===== src/rtl/change_dispenser.sv =====
// Change dispenser: computes paid - cost at start and issues the change one coin
// at a time, largest denomination first, over a valid/ack handshake to the ejector.
module change_dispenser #(
    parameter int WIDTH = 4,
    parameter int D_HI  = 5,
    parameter int D_MID = 2
) (
    input  logic             clk,
    input  logic             rst,
    input  logic             start,
    input  logic [WIDTH-1:0] paid,
    input  logic [WIDTH-1:0] cost,
    output logic             busy,
    output logic             coin_valid,
    output logic [1:0]       coin_sel,
    input  logic             coin_ack,
    output logic             done,
    output logic             underpay,
    output logic [WIDTH-1:0] change_total,
    output logic [1:0]       dbg_state
);

    // Handshake: a coin transfers on a rising edge where coin_valid and coin_ack
    // are both high; coin_valid/coin_sel stay stable until then, and coin_ack is
    // ignored whenever coin_valid is low.
    typedef enum logic [1:0] {
        IDLE  = 2'd0,
        ISSUE = 2'd1,
        GAP   = 2'd2,
        DONE  = 2'd3
    } state_t;

    localparam logic [WIDTH-1:0] L_HI  = WIDTH'(D_HI);
    localparam logic [WIDTH-1:0] L_MID = WIDTH'(D_MID);
    localparam logic [WIDTH-1:0] L_LO  = WIDTH'(1);

    localparam logic [1:0] SEL_HI  = 2'b00;
    localparam logic [1:0] SEL_MID = 2'b01;
    localparam logic [1:0] SEL_LO  = 2'b10;

    state_t           r_state;
    logic [WIDTH-1:0] r_rem;
    logic             r_busy;
    logic             r_coin_valid;
    logic [1:0]       r_coin_sel;
    logic             r_done;
    logic             r_underpay;
    logic [WIDTH-1:0] r_change_total;

    logic [WIDTH-1:0] w_diff;
    logic [WIDTH-1:0] w_denom;
    logic [WIDTH-1:0] w_rem_next;

    function automatic logic [1:0] greedy_sel(input logic [WIDTH-1:0] amount);
        if (amount >= L_HI)
            return SEL_HI;
        else if (amount >= L_MID)
            return SEL_MID;
        else
            return SEL_LO;
    endfunction

    assign w_diff = paid - cost;

    always_comb begin
        w_denom = L_LO;
        case (r_coin_sel)
            SEL_HI:  w_denom = L_HI;
            SEL_MID: w_denom = L_MID;
            default: w_denom = L_LO;
        endcase
    end

    assign w_rem_next = r_rem - w_denom;

    always_ff @(posedge clk) begin
        if (rst) begin
            r_state        <= IDLE;
            r_rem          <= '0;
            r_busy         <= 1'b0;
            r_coin_valid   <= 1'b0;
            r_coin_sel     <= SEL_HI;
            r_done         <= 1'b0;
            r_underpay     <= 1'b0;
            r_change_total <= '0;
        end else begin
            r_done     <= 1'b0;
            r_underpay <= 1'b0;
            case (r_state)
                IDLE: begin
                    if (start) begin
                        if (paid < cost) begin
                            r_underpay     <= 1'b1;
                            r_change_total <= '0;
                        end else if (paid == cost) begin
                            r_change_total <= '0;
                            r_done         <= 1'b1;
                            r_state        <= DONE;
                        end else begin
                            r_rem          <= w_diff;
                            r_change_total <= w_diff;
                            r_coin_valid   <= 1'b1;
                            r_coin_sel     <= greedy_sel(w_diff);
                            r_busy         <= 1'b1;
                            r_state        <= ISSUE;
                        end
                    end
                end
                ISSUE: begin
                    if (coin_ack) begin
                        r_rem        <= w_rem_next;
                        r_coin_valid <= 1'b0;
                        if (w_rem_next == '0) begin
                            r_busy  <= 1'b0;
                            r_done  <= 1'b1;
                            r_state <= DONE;
                        end else begin
                            r_state <= GAP;
                        end
                    end
                end
                GAP: begin
                    // Spacing cycle for the ejector; pick the next coin from what is left.
                    r_coin_valid <= 1'b1;
                    r_coin_sel   <= greedy_sel(r_rem);
                    r_state      <= ISSUE;
                end
                DONE: begin
                    r_state <= IDLE;
                end
                default: begin
                    r_state <= IDLE;
                end
            endcase
        end
    end

    assign busy         = r_busy;
    assign coin_valid   = r_coin_valid;
    assign coin_sel     = r_coin_sel;
    assign done         = r_done;
    assign underpay     = r_underpay;
    assign change_total = r_change_total;
    assign dbg_state    = r_state;

endmodule


===== config.mk =====
export PLATFORM = sky130hd
export DESIGN_NAME = change_dispenser
export DESIGN_NICKNAME = d
export VERILOG_FILES = /design/src/rtl/change_dispenser.sv
export SDC_FILE = /design/constraint.sdc
export NUM_CORES = 1
export LEC_CHECK = 0
export BUFFER_PORTS_ARGS = -buffer_cell sky130_fd_sc_hd__buf_4
export CAP_MARGIN = 40
export CORE_MARGIN = 5
export CORE_UTILIZATION = 53
export DETAILED_ROUTE_END_ITERATION = 6
export GPL_TIMING_DRIVEN = 0
export HOLD_SLACK_MARGIN = 0.12
export PLACE_DENSITY = 0.78
export SLEW_MARGIN = 30
export SYNTH_ARGS = -nofsm -noshare
export SYNTH_HDL_FRONTEND = slang
export SYNTH_SLANG_ARGS = --single-unit

===== constraint.sdc =====
create_clock -name clk -period 3 [get_ports clk]
set_input_delay 0.6 -clock clk [delete_from_list [all_inputs] [get_ports clk]]
set_output_delay 0.6 -clock clk [all_outputs]
set_load 0.03 [all_outputs]

# --- After elaboration in Yosys (flattened, before gate mapping) ---
# Index checks and enable logic that the tools add are counted.
totals:
  out_inout_bits: 12
  word_cells: 77
  register_bits: 16
op_classes:
  mux: 37
  bitwise: 2
  reduce_logical: 13
  n_eq_ne: 10
  addsub: 2
  n_lt_le_gt_ge: 5
ops:
  columns: ["cell", "n"]
  rows:
  - ["$mux 4", 6]
  - ["$mux 2", 11]
  - ["$mux 1", 13]
  - ["$ne 2x2->1 const B", 5]
  - ["$reduce_and 5->1", 2]
  - ["$ge 4x2->1 const B", 2]
  - ["$ge 4x3->1 const B", 2]
  - ["$pmux 2 s4", 1]
  - ["$pmux 4 s2", 1]
  - ["$sub 4x4->4", 2]
  - ["$pmux 3 s2", 1]
  - ["$reduce_and 6->1", 1]
  - ["$eq 2x1->1 const B", 2]
  - ["$eq 2x2->1 const B", 2]
  - ["$eq 4x4->1", 1]
  - ["$logic_not 2->1", 2]
  - ["$logic_not 4->1", 1]
  - ["$lt 4x4->1", 1]
  - ["$pmux 1 s2", 2]
  - ["$pmux 2 s2", 1]
  - ["$reduce_and 4->1", 1]
  - ["$reduce_bool 2->1", 2]
  - ["$pmux 1 s3", 1]
  - ["$reduce_and 3->1", 1]
  - ["4 further kinds", 5]

# --- Longest topological paths before layout ---
depth:
  word_depth: 8
  depth_mapped: 9
  mapped_depth_nobuf: 9

# --- Least setup slack after synthesis ---
# No wires, ideal clock.
synth_timing:
  kind: "input-to-reg"
  startpoint: "input port paid[0]"
  endpoint: "register r_coin_sel[0], in the netlist coin_sel[0]"
  required_time_ps: 2926
  setup_ps: 74
  arrival_ps: 2271
  setup_slack_ps: 655
  stages: 7
  path_cell_list: "inv_1 > ha_1 > fa_1 > xor2_1 > mux2_2 > or3_1 > a31oi_1"
synth_between:
  elab_chain_cells: 8
  elab_cells_between_ends: 14
synth_rtl:
  columns: ["element", "line", "source"]
  rows:
  - ["start, declared", "11", "input logic [WIDTH-1:0] paid,"]
  - ["$sub 4x4->4", "63", "assign w_diff = paid - cost;"]
  - ["$ge 4x2->1", "57", "else if (amount >= L_MID)"]
  - ["$mux 2", "57", null]
  - ["$mux 2", "55", "if (amount >= L_HI)"]
  - ["$mux 2", "95", "end else if (paid == cost) begin"]
  - ["$mux 2", "92", "if (paid < cost) begin"]
  - ["$mux 2", "91", "if (start) begin"]
  - ["$pmux 2 s2", "89", "case (r_state)"]
  - ["end signal, assigned", "103", "r_coin_sel <= greedy_sel(w_diff);"]
  - ["end signal, assigned", "125", "r_coin_sel <= greedy_sel(r_rem);"]
  - ["end, declared", "45", "logic [1:0] r_coin_sel;"]
# Several ways; a longest one is shown, not always the timed one. The select of a mux whose other input is x is not followed.
# A chain may end at the register's enable or synchronous reset.

# --- Final worst setup path ---
# Same ends and word-level chain as after synthesis.

==> results.ini <==
[timing]
min_period_over_period_pct = 76.6
holdWs_ns = 0.470
rsz0062_at_grt = false
setup_total_negative_slack_ns = 0
clock_skew_ns = 0.00139
max_freq_mhz = 435
finalHoldViolCount = 0
worst_pin_slew_ns = 0.523
setup_viol_count_final = 0
slew_headroom_pct = 65.2
period_needed_ns = 2.30
slew_violations = 0

[synthesis]
syn_area_um2 = 1100
synth_area_leaders = dfxtp_1, ha_1, a21oi_1, inv_1, nor2_1
synth_edf_count = 0
synth.top_cell.area_share_pct = 29.2
synth_flop_cell = dfxtp_1
syn_area_per_cell_um2 = 8.25
yosysTopAreaCell = dfxtp_1
synth.most_common_cell = dfxtp_1
yosysWarnings = 0
netlist_top_cells_count = dfxtp_1, inv_1, a21oi_1, nor2_1, ha_1
seq_area_frac_synth_pct = 29.2
synthesis.nets = 157
synth.distinct_cells = 40
synth_seq_cells = 16
synth_cells = 133
ys_async_sr_fraction_pct = 0

[cts]
cts_root_buffer = clkbuf_4
cts_inserted_buffers = 3
cts-htree-levels = 1
clk_pin_slew_ns = 0.10
cts_tree = yes
clk_latency_ns = 0.30
cts_setup_buffers = 0
cts.sinks = 16
max-clock-path-buffers = 2
cts_hold_buf = 0
ctsResizeCount = 0

[grt]
grt_pass1_vias = 1045
gr-total-overflow = 0
grt_max_degree = 11
grt_usage_pct = 17.3
grt_pass1_wl_mm = 4.37
antenna_found_initial = 0

[cells_and_area]
synthToLayoutAreaGrowth_pct = 22.1
num_antenna_cells = 0
fin_util_pct = 68.3
fin_nets = 185
drive_gt1_share_pct = 21.3
fill_cells = 177
instances_no_fill = 187

[power]
power_mw = 0.966
vdd_ir_drop_max_v = 0.000430
power_density_nw_per_um2 = 721
p_leak_nw = 0.585

[setup_path]
r2r_cells = 8
worst_setup_path_end_kind = flip-flop
critical_path.max_fanout = 4
worstSetupPathType = in2reg
worstSetupStartpoint = paid[0]
crit_path_start_kind = primary input
rr_startpoint = coin_sel[1]
cp_data_arrival_time_ns = 2.54
critPathRequiredTime_ns = 3.24

[place]
place.gp.congestion = 0.926
dpl.hpwl_mm = 2.01
place_inst = 183
port_buffers = 23

[routing]
firstDrtPassIters = 4
drc = 0
first_iter_violations = 25
vias_per_cell = 5.68
vias = 1063
ant_nets = 0
wl_per_cell_um = 13.9
wl_mm = 2.59

[die]
initial_core_util_pct = 55.9
die_w_um = 55.5
die-area_um2 = 3080
ios = 24
fp.dieH_um = 55.5
row_count = 16
core_region_area_um2 = 1960

[min_path]
hp-class = in2reg
whs_path_depth = 2
hold_start = rst

[flow_run]
maxCapViolCount = 0

[run_status]
status = completed

## cells by family (layout without fill, tap and decap cells)
kind of cell             count (synthesis)  in the layout  synth area share (%)
multiplexers                             4              4                  3.76
AO/OA/AOI/OAI                           35             35                  21.4
AND/OR/NAND/NOR                         44             44                  21.2
XOR/XNOR                                 4              4                  3.19
flip-flops                              16             16                  29.2
adder cells (fa/ha/maj)                 12             12                  15.1
buffers and inverters                   18             45                  6.16
## final timing paths
check	slack, ns	to
worst min-delay path	0.47	coin_valid
worst max register to register	0.80	busy
worst max-delay path	0.70	coin_sel[0]
worst min register to register	0.51	change_total[0]
## cell type report
type,instances,area (um^2),share of cell area [%]
timing repair buffer,23,173,12.9
inverter,14,52.6,3.92
buffer,4,15.0,1.12
sequential,16,320,23.9
clock buffer,4,36.3,2.71
multi-input combinational,99,709,52.9
tap,27,33.8,2.52
## where the power goes
part,switching [mW],internal (mW)
clock network,0.0788,0.0742
registers,0.0351,0.252
logic,0.315,0.210
## through the flow
stage | setup WS, ns | cell area (um^2)
3_3_place_gp | 0.416 | 1300
4_1_cts | 0.720 | 1340
2_1_floorplan | 0.655 | 1100
5_1_grt | 0.597 | 1340
6_report | 0.701 | 1340
3_5_place_dp | 0.413 | 1300
## cell usage in the layout, fill, tap and decap left out, types with 3 or more instances in the layout
master	count
mux2i_1	3
ha_1	10
clkbuf_1	4
inv_1	14
dfxtp_1	16
nand2_1	8
nor2_1	11
or3_1	3
o21ai_0	5
clkbuf_4	3
a21oi_1	11
o22ai_1	4
nor3_1	8
xor2_1	3
buf_4	23
## metal layers
metal | track usage [%] | wire length (um) | vias up
li1 | - | - | 526
met1 | 19.9 | 1110 | 498
met2 | 31.1 | 1280 | 36
met3 | 2.56 | 166 | 3
met4 | 7.99 | 31 | 0
met5 | 0 | 0 | -
## worst max-delay path, stage by stage
cell and delay [ns]:
buf_4 0.08, inv_1 0.03, ha_1 0.24, fa_1 0.42, xor2_1 0.32, mux2_2 0.37, or3_1 0.32, a31oi_1 0.16
## flip-flops by register name, summed over array words and instances, names as in the netlist
register	count
underpay	1
coin_sel	2
r_rem	4
busy	1
change_total	4
dbg_state	2
done	1
coin_valid	1
(Power assumes the default switching activity.)
